--- src/rtl/char_cursor_ctrl.sv ---
// Character-cell cursor controller: turns a UART byte stream into text-RAM
// writes for a COLS x ROWS character display. It handles printable bytes and
// the CR, LF, BS and FF control codes, and clears the whole screen by writing
// a space to every cell.
module char_cursor_ctrl #(
  parameter int unsigned COLS = 40,
  parameter int unsigned ROWS = 15
) (
  input  logic       clk,
  input  logic       rst,
  input  logic       i_rx_dv,
  input  logic [7:0] i_rx_byte,
  output logic       o_busy,
  output logic       o_drop,
  output logic       o_wr_en,
  output logic [9:0] o_wr_addr,
  output logic [7:0] o_wr_data,
  output logic [5:0] o_cursor_col,
  output logic [3:0] o_cursor_row
);

  typedef enum logic {CLEAR, IDLE} state_t;

  localparam logic [9:0] LAST_IDX = 10'(COLS * ROWS - 1);
  localparam logic [5:0] LAST_COL = 6'(COLS - 1);
  localparam logic [3:0] LAST_ROW = 4'(ROWS - 1);
  localparam logic [9:0] COLS_W   = 10'(COLS);
  localparam logic [7:0] SPACE    = 8'h20;

  state_t     state;
  logic [9:0] sweep_idx;
  logic [9:0] cur_addr;

  // Linear text-RAM address of the cell under the cursor.
  always_comb begin
    cur_addr = 10'(o_cursor_row) * COLS_W + 10'(o_cursor_col);
  end

  // Clear sweep, byte decode, cursor movement and all registered outputs.
  // o_busy follows the state with a one-cycle lag, so it is high exactly
  // while the sweep's write strobes are visible on o_wr_*.
  always_ff @(posedge clk) begin
    if (rst) begin
      state        <= CLEAR;
      sweep_idx    <= '0;
      o_busy       <= 1'b1;
      o_drop       <= 1'b0;
      o_wr_en      <= 1'b0;
      o_wr_addr    <= '0;
      o_wr_data    <= SPACE;
      o_cursor_col <= '0;
      o_cursor_row <= '0;
    end else begin
      o_wr_en <= 1'b0;
      o_drop  <= 1'b0;
      o_busy  <= (state == CLEAR);
      case (state)
        CLEAR: begin
          o_wr_en   <= 1'b1;
          o_wr_addr <= sweep_idx;
          o_wr_data <= SPACE;
          o_drop    <= i_rx_dv;
          if (sweep_idx == LAST_IDX) begin
            sweep_idx <= '0;
            state     <= IDLE;
          end else begin
            sweep_idx <= sweep_idx + 10'd1;
          end
        end
        IDLE: begin
          if (i_rx_dv) begin
            if (i_rx_byte >= 8'h20 && i_rx_byte <= 8'h7E) begin
              o_wr_en   <= 1'b1;
              o_wr_addr <= cur_addr;
              o_wr_data <= i_rx_byte;
              if (o_cursor_col == LAST_COL) begin
                o_cursor_col <= '0;
                o_cursor_row <= (o_cursor_row == LAST_ROW) ? '0 : o_cursor_row + 4'd1;
              end else begin
                o_cursor_col <= o_cursor_col + 6'd1;
              end
            end else begin
              case (i_rx_byte)
                8'h0D: o_cursor_col <= '0;
                8'h0A: o_cursor_row <= (o_cursor_row == LAST_ROW) ? '0 : o_cursor_row + 4'd1;
                8'h08: begin
                  if (o_cursor_col != '0) begin
                    o_cursor_col <= o_cursor_col - 6'd1;
                    o_wr_en      <= 1'b1;
                    o_wr_addr    <= cur_addr - 10'd1;
                    o_wr_data    <= SPACE;
                  end
                end
                8'h0C: begin
                  o_cursor_col <= '0;
                  o_cursor_row <= '0;
                  sweep_idx    <= '0;
                  state        <= CLEAR;
                end
                default: ;
              endcase
            end
          end
        end
        default: state <= CLEAR;
      endcase
    end
  end

endmodule

--- config.mk ---
export PLATFORM = sky130hd
export DESIGN_NAME = char_cursor_ctrl
export DESIGN_NICKNAME = d
export VERILOG_FILES = /design/src/rtl/char_cursor_ctrl.sv
export SDC_FILE = /design/constraint.sdc
export NUM_CORES = 1
export LEC_CHECK = 0
export ABC_AREA = 1
export CAP_MARGIN = 20
export CORE_UTILIZATION = 45
export CTS_CLUSTER_SIZE = 25
export DETAILED_ROUTE_END_ITERATION = 12
export PLACE_DENSITY = 0.69
export SYNTH_ARGS = -nofsm -noshare
export SYNTH_HDL_FRONTEND = slang
export SYNTH_SLANG_ARGS = --single-unit
--- constraint.sdc ---
create_clock -name clk -period 3.8 [get_ports clk]
set_clock_uncertainty 0.05 [all_clocks]
set_input_delay 0.76 -clock clk [delete_from_list [all_inputs] [get_ports clk]]
set_output_delay 0.76 -clock clk [all_outputs]
set_load 0.03 [all_outputs]
# Yosys cells after proc, flatten, opt, wreduce, memory -nomap -nowiden
# Index checks and enable logic that the tools add are counted.
# Widths: inputs -> output; s select.
dict set report totals {
  output_inout_bits 31
  elab_cells 76
  inputBits 11
  reg_bits 42
}
dict set report classes {
  muxes 33
  n_mul 1
  n_bitwise 1
  n_eq_ne 14
  add_sub_neg 6
  reduce_logical 10
  magnitude_cmp 2
}
# operator count
set op_table {}
lappend op_table {{$mux 10} 8}
lappend op_table {{$pmux 10 s2} 2}
lappend op_table {{$eq 8x4->1 const B} 4}
lappend op_table {{$mux 8} 4}
lappend op_table {{$mux 6} 3}
lappend op_table {{$pmux 8 s2} 1}
lappend op_table {{$mux 4} 3}
lappend op_table {{$pmux 6 s2} 1}
lappend op_table {{$add 10x1->10 const B} 1}
lappend op_table {{$add 10x6->10} 1}
lappend op_table {{$eq 10x10->1 const B} 1}
lappend op_table {{$sub 10x1->10 const B} 1}
lappend op_table {{$ge 8x6->1 const B} 1}
lappend op_table {{$le 8x7->1 const B} 1}
lappend op_table {{$mux 1} 8}
lappend op_table {{$pmux 4 s2} 1}
lappend op_table {{$reduce_and 4->1} 2}
lappend op_table {{$mul 4x3->7 const B} 1}
lappend op_table {{$add 6x1->6 const B} 1}
lappend op_table {{$eq 6x6->1 const B} 1}
lappend op_table {{$ne 3x1->1 const B} 2}
lappend op_table {{$reduce_and 3->1} 2}
lappend op_table {{$reduce_bool 3->1} 2}
lappend op_table {{$reduce_bool 6->1} 1}
lappend op_table {{other kinds (10)} 14}

# Depth between registers and ports, before layout
# Gate-level depths: netlist of the first run.
dict set report logic_depth {
  ltp_word 8
  mapped_depth 14
  depth_no_buf 14
}

# Worst setup path after synthesis of the first run
# Ideal clock, no wire load.
dict set report synth_timing {
  path_kind {reg2reg}
  start {register o_cursor_row[1]}
  end {register o_wr_addr[9]}
  path_stages_with_launch 13
  setup_time_ns 0.132
  path_slack_ns 1.418
  required_time_ns 3.618
  period_less_slack_ns 2.382
  t_arrival_ns 2.200
  cell_sequence {dfxtp_1 -> ha_1 -> ha_1 -> inv_1 -> fa_1 -> nor2_1 -> nand3_1 -> nand2_1 -> nand2_1 -> nor2_1 -> nand3_1 -> nand3_1 -> a21oi_1}
}
dict set report synth_via {
  elab_chain_len 8
}
# element line
set synth_rtl {}
lappend synth_rtl {{start, declared} 19} ;# output logic [3:0] o_cursor_row
lappend synth_rtl {{start signal, assigned} 78} ;# o_cursor_row <= (o_cursor_row == LAST_ROW) ? '0 : o_cursor_row + 4'd1;
lappend synth_rtl {{start signal, assigned} 85} ;# 8'h0A: o_cursor_row <= (o_cursor_row == LAST_ROW) ? '0 : o_cursor_row + 4'd1;
lappend synth_rtl {{$mul 4x3->7 (*)} 36} ;# cur_addr = 10'(o_cursor_row) * COLS_W + 10'(o_cursor_col);
lappend synth_rtl {{$add 10x6->10 (*)} 36}
lappend synth_rtl {{$sub 10x1->10} 90} ;# o_wr_addr <= cur_addr - 10'd1;
lappend synth_rtl {{$mux 10} 87} ;# if (o_cursor_col != '0) begin
lappend synth_rtl {{$mux 10} 83} ;# case (i_rx_byte)
lappend synth_rtl {{$mux 10 (*)} 72} ;# if (i_rx_byte >= 8'h20 && i_rx_byte <= 8'h7E) begin
lappend synth_rtl {{$mux 10 (*)} 71} ;# if (i_rx_dv) begin
lappend synth_rtl {{$pmux 10 s2 (*)} 57} ;# case (state)
lappend synth_rtl {{end signal, assigned} 60} ;# o_wr_addr <= sweep_idx;
lappend synth_rtl {{end signal, assigned} 74} ;# o_wr_addr <= cur_addr;
lappend synth_rtl {{end signal, assigned} 90}
lappend synth_rtl {{end, declared} 16} ;# output logic [9:0] o_wr_addr,
# Mark *: on every way between the ends. The rest lies on a longest branch, timed or not. The select of a mux whose other input is x is not followed.
# A chain may end at the register's enable or synchronous reset.

# Worst setup path in the final report of the first run
dict set report layout_timing {
  start {register o_cursor_row[3]}
  end {register o_wr_addr[9]}
}
# Same word-level chain as after synthesis.

==> flow_summary.toml, run 1 <==
[timing]
setup_ws_ns = 1.30
rsz0062_at_grt = "false"
finalCriticalPeriod_ns = 2.50
timing.hold.ws_ns = 0.413
drv_slew = 0
relSlewSlack_pct = 63.5
setup_viol = 0
fin_crit_sh_pct = 65.8
max_clock_freq_ghz = 0.400
fin_tns_setup_ns = 0
worstMarginPinSlew_ns = 0.547
timing.final.hold_violations = 0

[critical_path]
rr_endpoint = "o_wr_addr[9]"
cpMaxStageDelayCell = "dfxtp_1"
crit_start = "o_cursor_row[3]"
reg2reg_from = "o_cursor_row[3]"
required_ns = 3.99
crit_chain = "ha_1, ha_1, inv_1, fa_1, nor2_1, nand3_1, nand2_1, nand2_1, nor2_1, nand2_1, nand2_1, nand3_1, a21oi_1"
startpoint_type = "flop"
cpMostUsedCell = "nand2_1"
cp_data_arrival_time_ns = 2.69
r2r_slack_ns = 1.30
ff2ff_path_depth = 13
worstSetupEndpointType = "flop"
criticalPathCategory = "reg -> reg"
cp-endpoint = "o_wr_addr[9]"
max_stage_delay_ns = 0.53
path_max_fanout = 8

[synthesis]
synth_nets = 439
yosys-top-cells-count = "nand2_1, inv_1, dfxtp_1, a21oi_1, nand3_1"
synth_most_common_cell = "nand2_1"
yosysTopAreaCell = "dfxtp_1"
syn_avg_cell_area_um2 = 6.44
synth-edff-count = 0
syn_area_mm2 = 0.00268
netlist-cell-type-count = 32
synthFlopType = "dfxtp_1"
synth_area_leaders = "dfxtp_1, nand2_1, inv_1, a21oi_1, nand3_1"
synth-seq-cells = 42
ys_warn_count = 0
ys_seq_area_share_pct = 31.4
postSynthCellCount = 416
synth-async-reset-ratio_pct = 0
yosysTopAreaCellShare_pct = 31.4

[drt]
first_iter_violations = 196
via_per_inst = 5.17
drt-total-wl_um = 6840
drc = 0
drt-wirelength-per-cell_um = 12.9
via_count = 2731
first_pass_iters = 4
postRouteAntennaNets = 0

[die]
die_h_um = 79.2
ios = 42
die_area_mm2 = 0.00627
die_width_um = 79.2
rows = 27
coreArea_mm2 = 0.00561
initial_core_util_pct = 47.8

[placed_design]
gp_congestion = 0.866
dp.final_hpwl_um = 5010
io_buffers = 41
place_inst = 520
place_ws_ns = 1.10

[clock_tree]
clkLatencyLatePin_ns = 0.30
root_buffer = "clkbuf_8"
clk_pin_slew_ns = 0.09
clk_path_buf_depth = 2
cts.sinks = 42
cts_tree = "built"
cts_hold_buf = 0
cts_buffers = 5
post_cts_resized = 0
post_cts_buffers = 0
htreeDepth = 2

[global_routing]
grt_max_degree = 29
grt_overflow = 0
grt_usage_pct = 23.1
use_met2_pct = 36.2
antenna_found_initial = 0
grtUsageMet1_pct = 31.7
grt_pass1_wl_um = 11500
use_met3_pct = 4.02
grt_pass1_vias = 2521
busiest_layer = "met2"

[layout]
nNetsFinal = 478
fillers = 581
num_antenna_cells = 0
seq_area_um2 = 841
area_growth_pct = 21.3
multi_input_area_mm2 = 0.00156
layout.cells.non_filler = 528
final_layout_size_suffix_gt1_share_pct = 6.58

[pwr]
leakagePower_nw = 1.39
peakVddDrop_uv = 197
power.total_uw = 893
powerDensity_mw_per_mm2 = 275

[flow_run]
maxCapViolations = 0

[status]
outcome = "finished, final reports clean"

[min_path]
worstHoldPathType = "reg -> reg"
## placed cells by master (no fill, tap or decap), types with 7 or more instances in the layout
| cell | netlist | layout |
|---|---|---|
| xor2_1 | 9 | 9 |
| nand2_1 | 104 | 104 |
| nand3_1 | 40 | 40 |
| dfxtp_1 | 42 | 42 |
| inv_1 | 55 | 55 |
| nand4_1 | 7 | 7 |
| nor3_1 | 8 | 8 |
| a21oi_1 | 40 | 40 |
| ha_1 | 10 | 10 |
| clkdlybuf4s50_1 | 0 | 41 |
| o21ai_0 | 18 | 18 |
| nor2_1 | 35 | 35 |
## worst min-delay path by stage
| stage | from | end | slack (ns) | depth (start not counted) |
|---|---|---|---|---|
| 2_1_floorplan | sweep_idx[4] | sweep_idx[4] | 0.40 | 2 |
| 3_3_place_gp | o_wr_addr[2] | o_wr_addr[2] | 0.40 | 2 |
| 3_5_place_dp | o_wr_data[7] | o_wr_data[7] | 0.40 | 2 |
| 4_1_cts | o_wr_data[7] | o_wr_data[7] | 0.42 | 2 |
| 5_1_grt | o_wr_data[7] | o_wr_data[7] | 0.43 | 2 |
| 6_report | o_wr_data[7] | o_wr_data[7] | 0.41 | 2 |
## worst max-delay path, delay by kind of cell (launching register included)
| family | cells | cell delay, ns |
|---|---|---|
| simple gates | 8 | 0.71 |
| buf+inv | 1 | 0.07 |
| flops | 1 | 0.53 |
| compound gates | 1 | 0.12 |
| fa+ha+maj | 3 | 0.96 |
## layout make-up
type,count,share of cell area (%)
clock inverters,2,1.16
clock buffers,6,2.23
multi-input cells,302,47.9
flip-flops and latches,42,25.9
repair buffers,42,12.9
inverters,62,7.20
well taps,72,2.77
## power by group
group | total (mW) | switching (mW) | internal (mW)
logic | 0.0768 | 0.0480 | 0.0288
clock network | 0.367 | 0.170 | 0.196
registers | 0.449 | 0.00407 | 0.445
## through the flow
step | utilization, % | area [µm²]
after detailed placement | 56.0 | 3140
after global placement | 56.0 | 3140
after global routing | 57.9 | 3250
after CTS | 57.9 | 3250
final | 57.9 | 3250
after floorplan | - | 2680
## cell families after synthesis
logic type,Yosys count,share of synthesized area [%]
and+or+nand+nor,208,34.2
buffers and inverters,72,10.6
AOI/OAI and AO/OA,71,14.1
DFF,42,31.4
adders and majority gates,12,6.17
xor gates and xnor gates,10,3.27
muxes,1,0.374
## flip-flops by register name, indices dropped and copies added, names as in the netlist
signal        cells
o_busy            1
o_cursor_col      6
o_cursor_row      4
o_drop            1
o_wr_addr        10
o_wr_data         8
o_wr_en           1
state             1
sweep_idx        10
## metal layers
layer | part of all wire (%) | vias to the layer above
met1 | 49 | 1205
met5 | 0 | -
met4 | 0.79 | 0
li1 | - | 1420
met2 | 44 | 99
met3 | 5.8 | 7
No activity file was read; power rests on OpenSTA's default activity.
==> run 2: changes to the inputs <==
==> constraint.sdc (replaced) <==
create_clock -name clk -period 2.6 [get_ports clk]
set_clock_uncertainty 0.05 [all_clocks]
set_input_delay 0.52 -clock clk [delete_from_list [all_inputs] [get_ports clk]]
set_output_delay 0.52 -clock clk [all_outputs]
set_load 0.03 [all_outputs]
==> run 2 against run 1 <==
  * Die area stayed put
  * Via count is 1.0% higher
  * Routed wire length is 0.18% higher
  * Critical path type unchanged
  * Largest cell class unchanged
==> flow_summary.toml, run 2 (same netlist as run 1, synthesis figures left out) <==
[clock_tree]
post_cts_buffers = 0
clk_path_buf_depth = 2
post_cts_resized = 0
cts.sinks = 42
clkLatencyLatePin_ns = 0.31
htreeDepth = 2
cts_buffers = 5
root_buffer = "clkbuf_8"
cts_tree = "built"
clk_pin_slew_ns = 0.09
cts_hold_buf = 0

[min_path]
hold_start = "o_wr_addr[1]"
hold_end = "o_wr_addr[1]"
worstHoldPathType = "reg -> reg"
whs_path_depth = 2

[layout]
seq_area_um2 = 841
design_area_mm2 = 0.00330
fillers = 564
nNetsFinal = 485
area_growth_pct = 23.2
multi_input_area_mm2 = 0.00156
final_common_cell = "nand2_1"
final_core_util_pct = 58.9
num_antenna_cells = 0
final_layout_size_suffix_gt1_share_pct = 7.99
reg.largest.list = "o_wr_addr (10), sweep_idx (10), o_wr_data (8)"
layout_common_cells = "nand2_1, inv_1, dfxtp_1"

[die]
die_width_um = 79.2
die_h_um = 79.2
coreArea_mm2 = 0.00561
die_area_mm2 = 0.00627
ios = 42
rows = 27
initial_core_util_pct = 47.8

[critical_path]
path_max_fanout = 3
criticalPathCategory = "reg -> reg"
cp_top_family = "adder cells"
max_stage_delay_ns = 0.45
critPathBufInv = 1
r2r_slack_ns = 0.34
crit_chain = "ha_1, ha_1, inv_1, fa_1, nor2_1, nand3_1, nand2_1, nand2_1, nor2_1, nand2_1, nand2_1, nand3_1, a21oi_1"
cpMostUsedCell = "nand2_1"
ff2ff_path_depth = 13
reg2reg_from = "o_cursor_row[1]"
cp_data_arrival_time_ns = 2.46
required_ns = 2.80
cpMaxStageDelayCell = "fa_1"
worstSetupEndpointType = "flop"
rr_endpoint = "o_wr_addr[9]"
startpoint_type = "flop"

[timing]
setup_viol = 0
timing.hold.ws_ns = 0.417
fin_crit_sh_pct = 87.1
max_clock_freq_ghz = 0.442
rsz0062_at_grt = "false"
timing.final.hold_violations = 0
setup_ws_ns = 0.337
relSlewSlack_pct = 66.3
drv_slew = 0
finalCriticalPeriod_ns = 2.26
fin_tns_setup_ns = 0
worstMarginPinSlew_ns = 0.505

[placed_design]
place_ws_ns = 0.180
io_buffers = 41
place_area_mm2 = 0.00319
dp.final_hpwl_um = 5030
gp_congestion = 0.831

[drt]
via_per_inst = 5.16
drt-total-wl_um = 6850
via_count = 2759
drc = 0
drt-wirelength-per-cell_um = 12.8
first_iter_violations = 211
first_pass_iters = 7
postRouteAntennaNets = 0

[pwr]
peakVddDrop_uv = 307
leakagePower_nw = 1.43
powerDensity_mw_per_mm2 = 396

[status]
outcome = "finished, final reports clean"

[global_routing]
grt_usage_pct = 23.1
grt_pass1_wl_um = 11500
grt_overflow = 0
antenna_found_initial = 0
grt_pass1_vias = 2462
grt_max_degree = 29

[flow_run]
maxCapViolations = 0
[run 2: worst max-delay path by stage]
| stage | cells past startpoint | startpoint | end | slack, ns |
|---|---|---|---|---|
| 3_5_place_dp | 12 | i_rx_byte[5] | o_wr_addr[6] | 0.18 |
| 4_1_cts | 13 | o_cursor_row[1] | o_wr_addr[9] | 0.33 |
| 6_report | 13 | o_cursor_row[1] | o_wr_addr[9] | 0.34 |
| 5_1_grt | 13 | o_cursor_row[1] | o_wr_addr[9] | 0.13 |
| 3_3_place_gp | 12 | i_rx_byte[5] | o_wr_addr[6] | 0.22 |
| 2_1_floorplan | 12 | o_cursor_row[1] | o_wr_addr[9] | 0.22 |
[run 2: final cells by class]
| class | count | area share, % |
|---|---|---|
| inverters | 62 | 7.09 |
| multi-input cells | 302 | 47.1 |
| flip-flops and latches | 42 | 25.5 |
| well taps | 72 | 2.73 |
| repair buffers | 49 | 14.3 |
| clock inverters | 2 | 1.14 |
| clock buffers | 6 | 2.20 |
[run 2: worst min-delay path: cells and delay by family, from the launching register on]
kind	cells	cell delay, ns
and+or+nand+nor	1	0.06
DFF	1	0.32
AOI/OAI and AO/OA	1	0.05
[run 2: report_power, final]
part | total, mW | internal (mW) | switching [mW]
clock | 0.536 | 0.287 | 0.249
combinational | 0.113 | 0.0423 | 0.0706
sequential | 0.658 | 0.651 | 0.00671
total | 1.31 | 0.980 | 0.327
[run 2: metrics by stage]
step	power, mW	cells
2_1_floorplan	0.738	416
3_3_place_gp	0.782	527
3_5_place_dp	0.784	527
4_1_cts	1.31	535
5_1_grt	1.35	535
6_report	1.31	535
[run 2: layer usage]
layer / GRT usage [%] / up-vias / share of wire, %
met5: 0 / - / 0
met4: 6.36 / 0 / 1.1
met3: 4.14 / 7 / 5.6
met2: 37.2 / 92 / 45
met1: 31.4 / 1226 / 49
li1: - / 1434 / -
==> run 3: changes to the inputs <==
--- a/config.mk
+++ b/config.mk
@@ -5,12 +5,13 @@
 export SDC_FILE = /design/constraint.sdc
 export NUM_CORES = 1
 export LEC_CHECK = 0
-export ABC_AREA = 1
 export CAP_MARGIN = 20
+export CORE_MARGIN = 2
 export CORE_UTILIZATION = 45
 export CTS_CLUSTER_SIZE = 25
 export DETAILED_ROUTE_END_ITERATION = 12
 export PLACE_DENSITY = 0.69
+export SKIP_LAST_GASP = 1
 export SYNTH_ARGS = -nofsm -noshare
 export SYNTH_HDL_FRONTEND = slang
 export SYNTH_SLANG_ARGS = --single-unit
==> run 3 against run 2 <==
  * Worst hold slack better by 0.0019 ns
  * Via count decreased by 3.4%
  * Critical path type unchanged
  * Combinational power increased by 16%
  * Sequential cell count is the same
  * Critical path depth is 5 lower
  * Sequential share of layout area decreased by 0.66 points
  * Largest cell class unchanged
  * Routed wire length rose by 3.0%
  * First-iteration DRC count fell by 1.9%
  * Non-clock buffer count rose by 26
  * Area after synthesis decreased by 4.0%
  * Core utilization rose by 2.7 points
==> flow_summary.toml, run 3 <==
[drt]
via_per_inst = 5.82
drt-wirelength-per-cell_um = 15.4
via_count = 2666
drc = 0
postRouteAntennaNets = 0
first_iter_violations = 207
drt-total-wl_um = 7050
first_pass_iters = 5

[clock_tree]
clk_path_buf_depth = 2
cts.sinks = 42
root_buffer = "clkbuf_8"
clkLatencyLatePin_ns = 0.30
cts_tree = "built"
htreeDepth = 2
post_cts_buffers = 0
cts_buffers = 5
clk_pin_slew_ns = 0.09

[status]
outcome = "finished, final reports clean"

[synthesis]
synthFlopType = "dfxtp_1"
synth-async-reset-ratio_pct = 0
netlist-cell-type-count = 59
ys_warn_count = 0
ys_seq_area_share_pct = 32.7
synth_area_leaders = "dfxtp_1, nor2_1, a21oi_1, ha_1, o21ai_0"
yosysTopAreaCellShare_pct = 32.7
synth-seq-cells = 42
synth_most_common_cell = "dfxtp_1"
syn_area_mm2 = 0.00257
syn_avg_cell_area_um2 = 8.09
synth_nets = 341
yosysTopAreaCell = "dfxtp_1"
postSynthCellCount = 318
yosys-top-cells-count = "dfxtp_1, nor2_1, a21oi_1, nand2_1, o21ai_0"
synth-edff-count = 0

[critical_path]
crit_chain = "ha_1, ha_1, or2_2, a21o_1, and2_1, nor4_4, xnor2_1, a41o_1"
cpMaxStageDelayCell = "dfxtp_1"
crit_start = "o_cursor_row[0]"
startpoint_type = "flop"
cp_data_arrival_time_ns = 2.63
criticalPathCategory = "reg -> reg"
reg2reg_from = "o_cursor_row[0]"
cpMostUsedCell = "ha_1"
cp-endpoint = "o_wr_addr[8]"
path_max_fanout = 4
ff2ff_path_depth = 8
worstSetupEndpointType = "flop"
required_ns = 2.75
r2r_slack_ns = 0.12
max_stage_delay_ns = 0.41
rr_endpoint = "o_wr_addr[8]"

[timing]
timing.final.hold_violations = 0
drv_slew = 0
max_clock_freq_ghz = 0.403
rsz0062_at_grt = "false"
finalCriticalPeriod_ns = 2.48
fin_tns_setup_ns = 0
fin_crit_sh_pct = 95.3
relSlewSlack_pct = 58.8
timing.hold.ws_ns = 0.419
setup_viol = 0
worstMarginPinSlew_ns = 0.613

[flow_run]
maxCapViolations = 0

[min_path]
worstHoldPathType = "reg -> reg"

[placed_design]
gp_congestion = 0.894
place_inst = 450
dp.final_hpwl_um = 5230
io_buffers = 41

[global_routing]
grt_overflow = 0
grt_usage_pct = 23.4
antenna_found_initial = 0
grt_pass1_vias = 2569
grt_pass1_wl_um = 11800
grt_max_degree = 36

[layout]
fillers = 514
layout.cells.non_filler = 458
num_antenna_cells = 0
area_growth_pct = 31.8
layout_common_cells = "dfxtp_1, clkdlybuf4s50_1, nor2_1"
reg.largest.list = "o_wr_addr (10), sweep_idx (10), o_wr_data (8)"
nNetsFinal = 408
final_core_util_pct = 61.5
final_common_cell = "dfxtp_1"
final_layout_size_suffix_gt1_share_pct = 14.2

[die]
coreArea_mm2 = 0.00551
rows = 27
ios = 42
die_h_um = 79.6
initial_core_util_pct = 46.7
die_width_um = 79.6
die_area_mm2 = 0.00633

[pwr]
leakagePower_nw = 1.29
powerDensity_mw_per_mm2 = 390
peakVddDrop_uv = 263
power.total_mw = 1.32
==> run 3: changes by cell type after synthesis, moves of 7 or more <==
cell / delta
a21oi_1: -12
a22oi_1: +11
clkbuf_1: +7
inv_1: -42
nand2_1: -82
nand3_1: -29
==> run 3: final cells by class <==
cell class / instances / area [µm²] / share of cell area [%]
Timing Repair Buffer: 75 / 666 / 19.6
Inverter: 13 / 48.8 / 1.44
Tap cell: 72 / 90.1 / 2.66
Multi-Input combinational cell: 248 / 1630 / 48.2
Sequential cell: 42 / 841 / 24.8
Clock buffer: 6 / 72.6 / 2.14
Clock inverter: 2 / 37.5 / 1.11
==> run 3: where the power goes <==
group	leakage (nW)	internal, mW	switching [mW]
Combinational	0.897	0.0627	0.0681
Clock	0.0514	0.287	0.247
Sequential	0.340	0.651	0.00676
Total	1.29	1.00	0.322
==> run 3: worst min-delay path by stage <==
stage	start	endpoint	slack, ns	cells past startpoint
final	o_wr_data[7]	o_wr_data[7]	0.42	1
after global routing	o_wr_data[7]	o_wr_data[7]	0.45	1
after CTS	o_wr_data[7]	o_wr_data[7]	0.43	1
after detailed placement	state	o_wr_data[5]	0.40	1
after global placement	o_wr_data[7]	o_wr_data[7]	0.39	1
after floorplan	state	o_busy	0.37	1
==> run 3: timing repair <==
| action | 4_1_cts | 5_1_grt |
|---|---|---|
| setup endpoints to repair | 0 | 1 |
| gates resized for setup | 0 | 3 |
| hold buffers | 0 | 0 |
==> run 3: routing by layer <==
layer  track usage, %  wire length [µm]  up-vias
met3             4.30               287        7
met1             30.8              3340     1278
met2             38.7              3360       75
met5                0                 0        -
met4             7.59                64        0
li1                 -                 -     1306
==> run 3: cells by family (layout without fill, tap and decap cells) <==
group	after synthesis	count (layout)	share of synthesized area (%)
buffers and inverters	28	96	4.19
adders and majority gates	12	12	6.42
muxes	4	4	1.61
xor gates and xnor gates	11	11	3.75
and+or+nand+nor	123	123	25.0
DFF	42	42	32.7
AOI/OAI and AO/OA	98	98	26.3
==> run 3: metrics by stage <==
step	instance area, µm²	setup slack (ns)
finish	3390	0.121
global route	3390	0.0220
CTS	3380	0.118
detailed placement	3270	-0.163
global placement	3270	-0.210
floorplan	2570	0.00371
==> run 3: worst max-delay path: cells and delay by family, from the launching register on <==
| family | cells | cell delay, ns |
|---|---|---|
| simple gates | 3 | 0.81 |
| fa+ha+maj | 2 | 0.57 |
| compound gates | 2 | 0.43 |
| flops | 1 | 0.41 |
| xor+xnor | 1 | 0.09 |
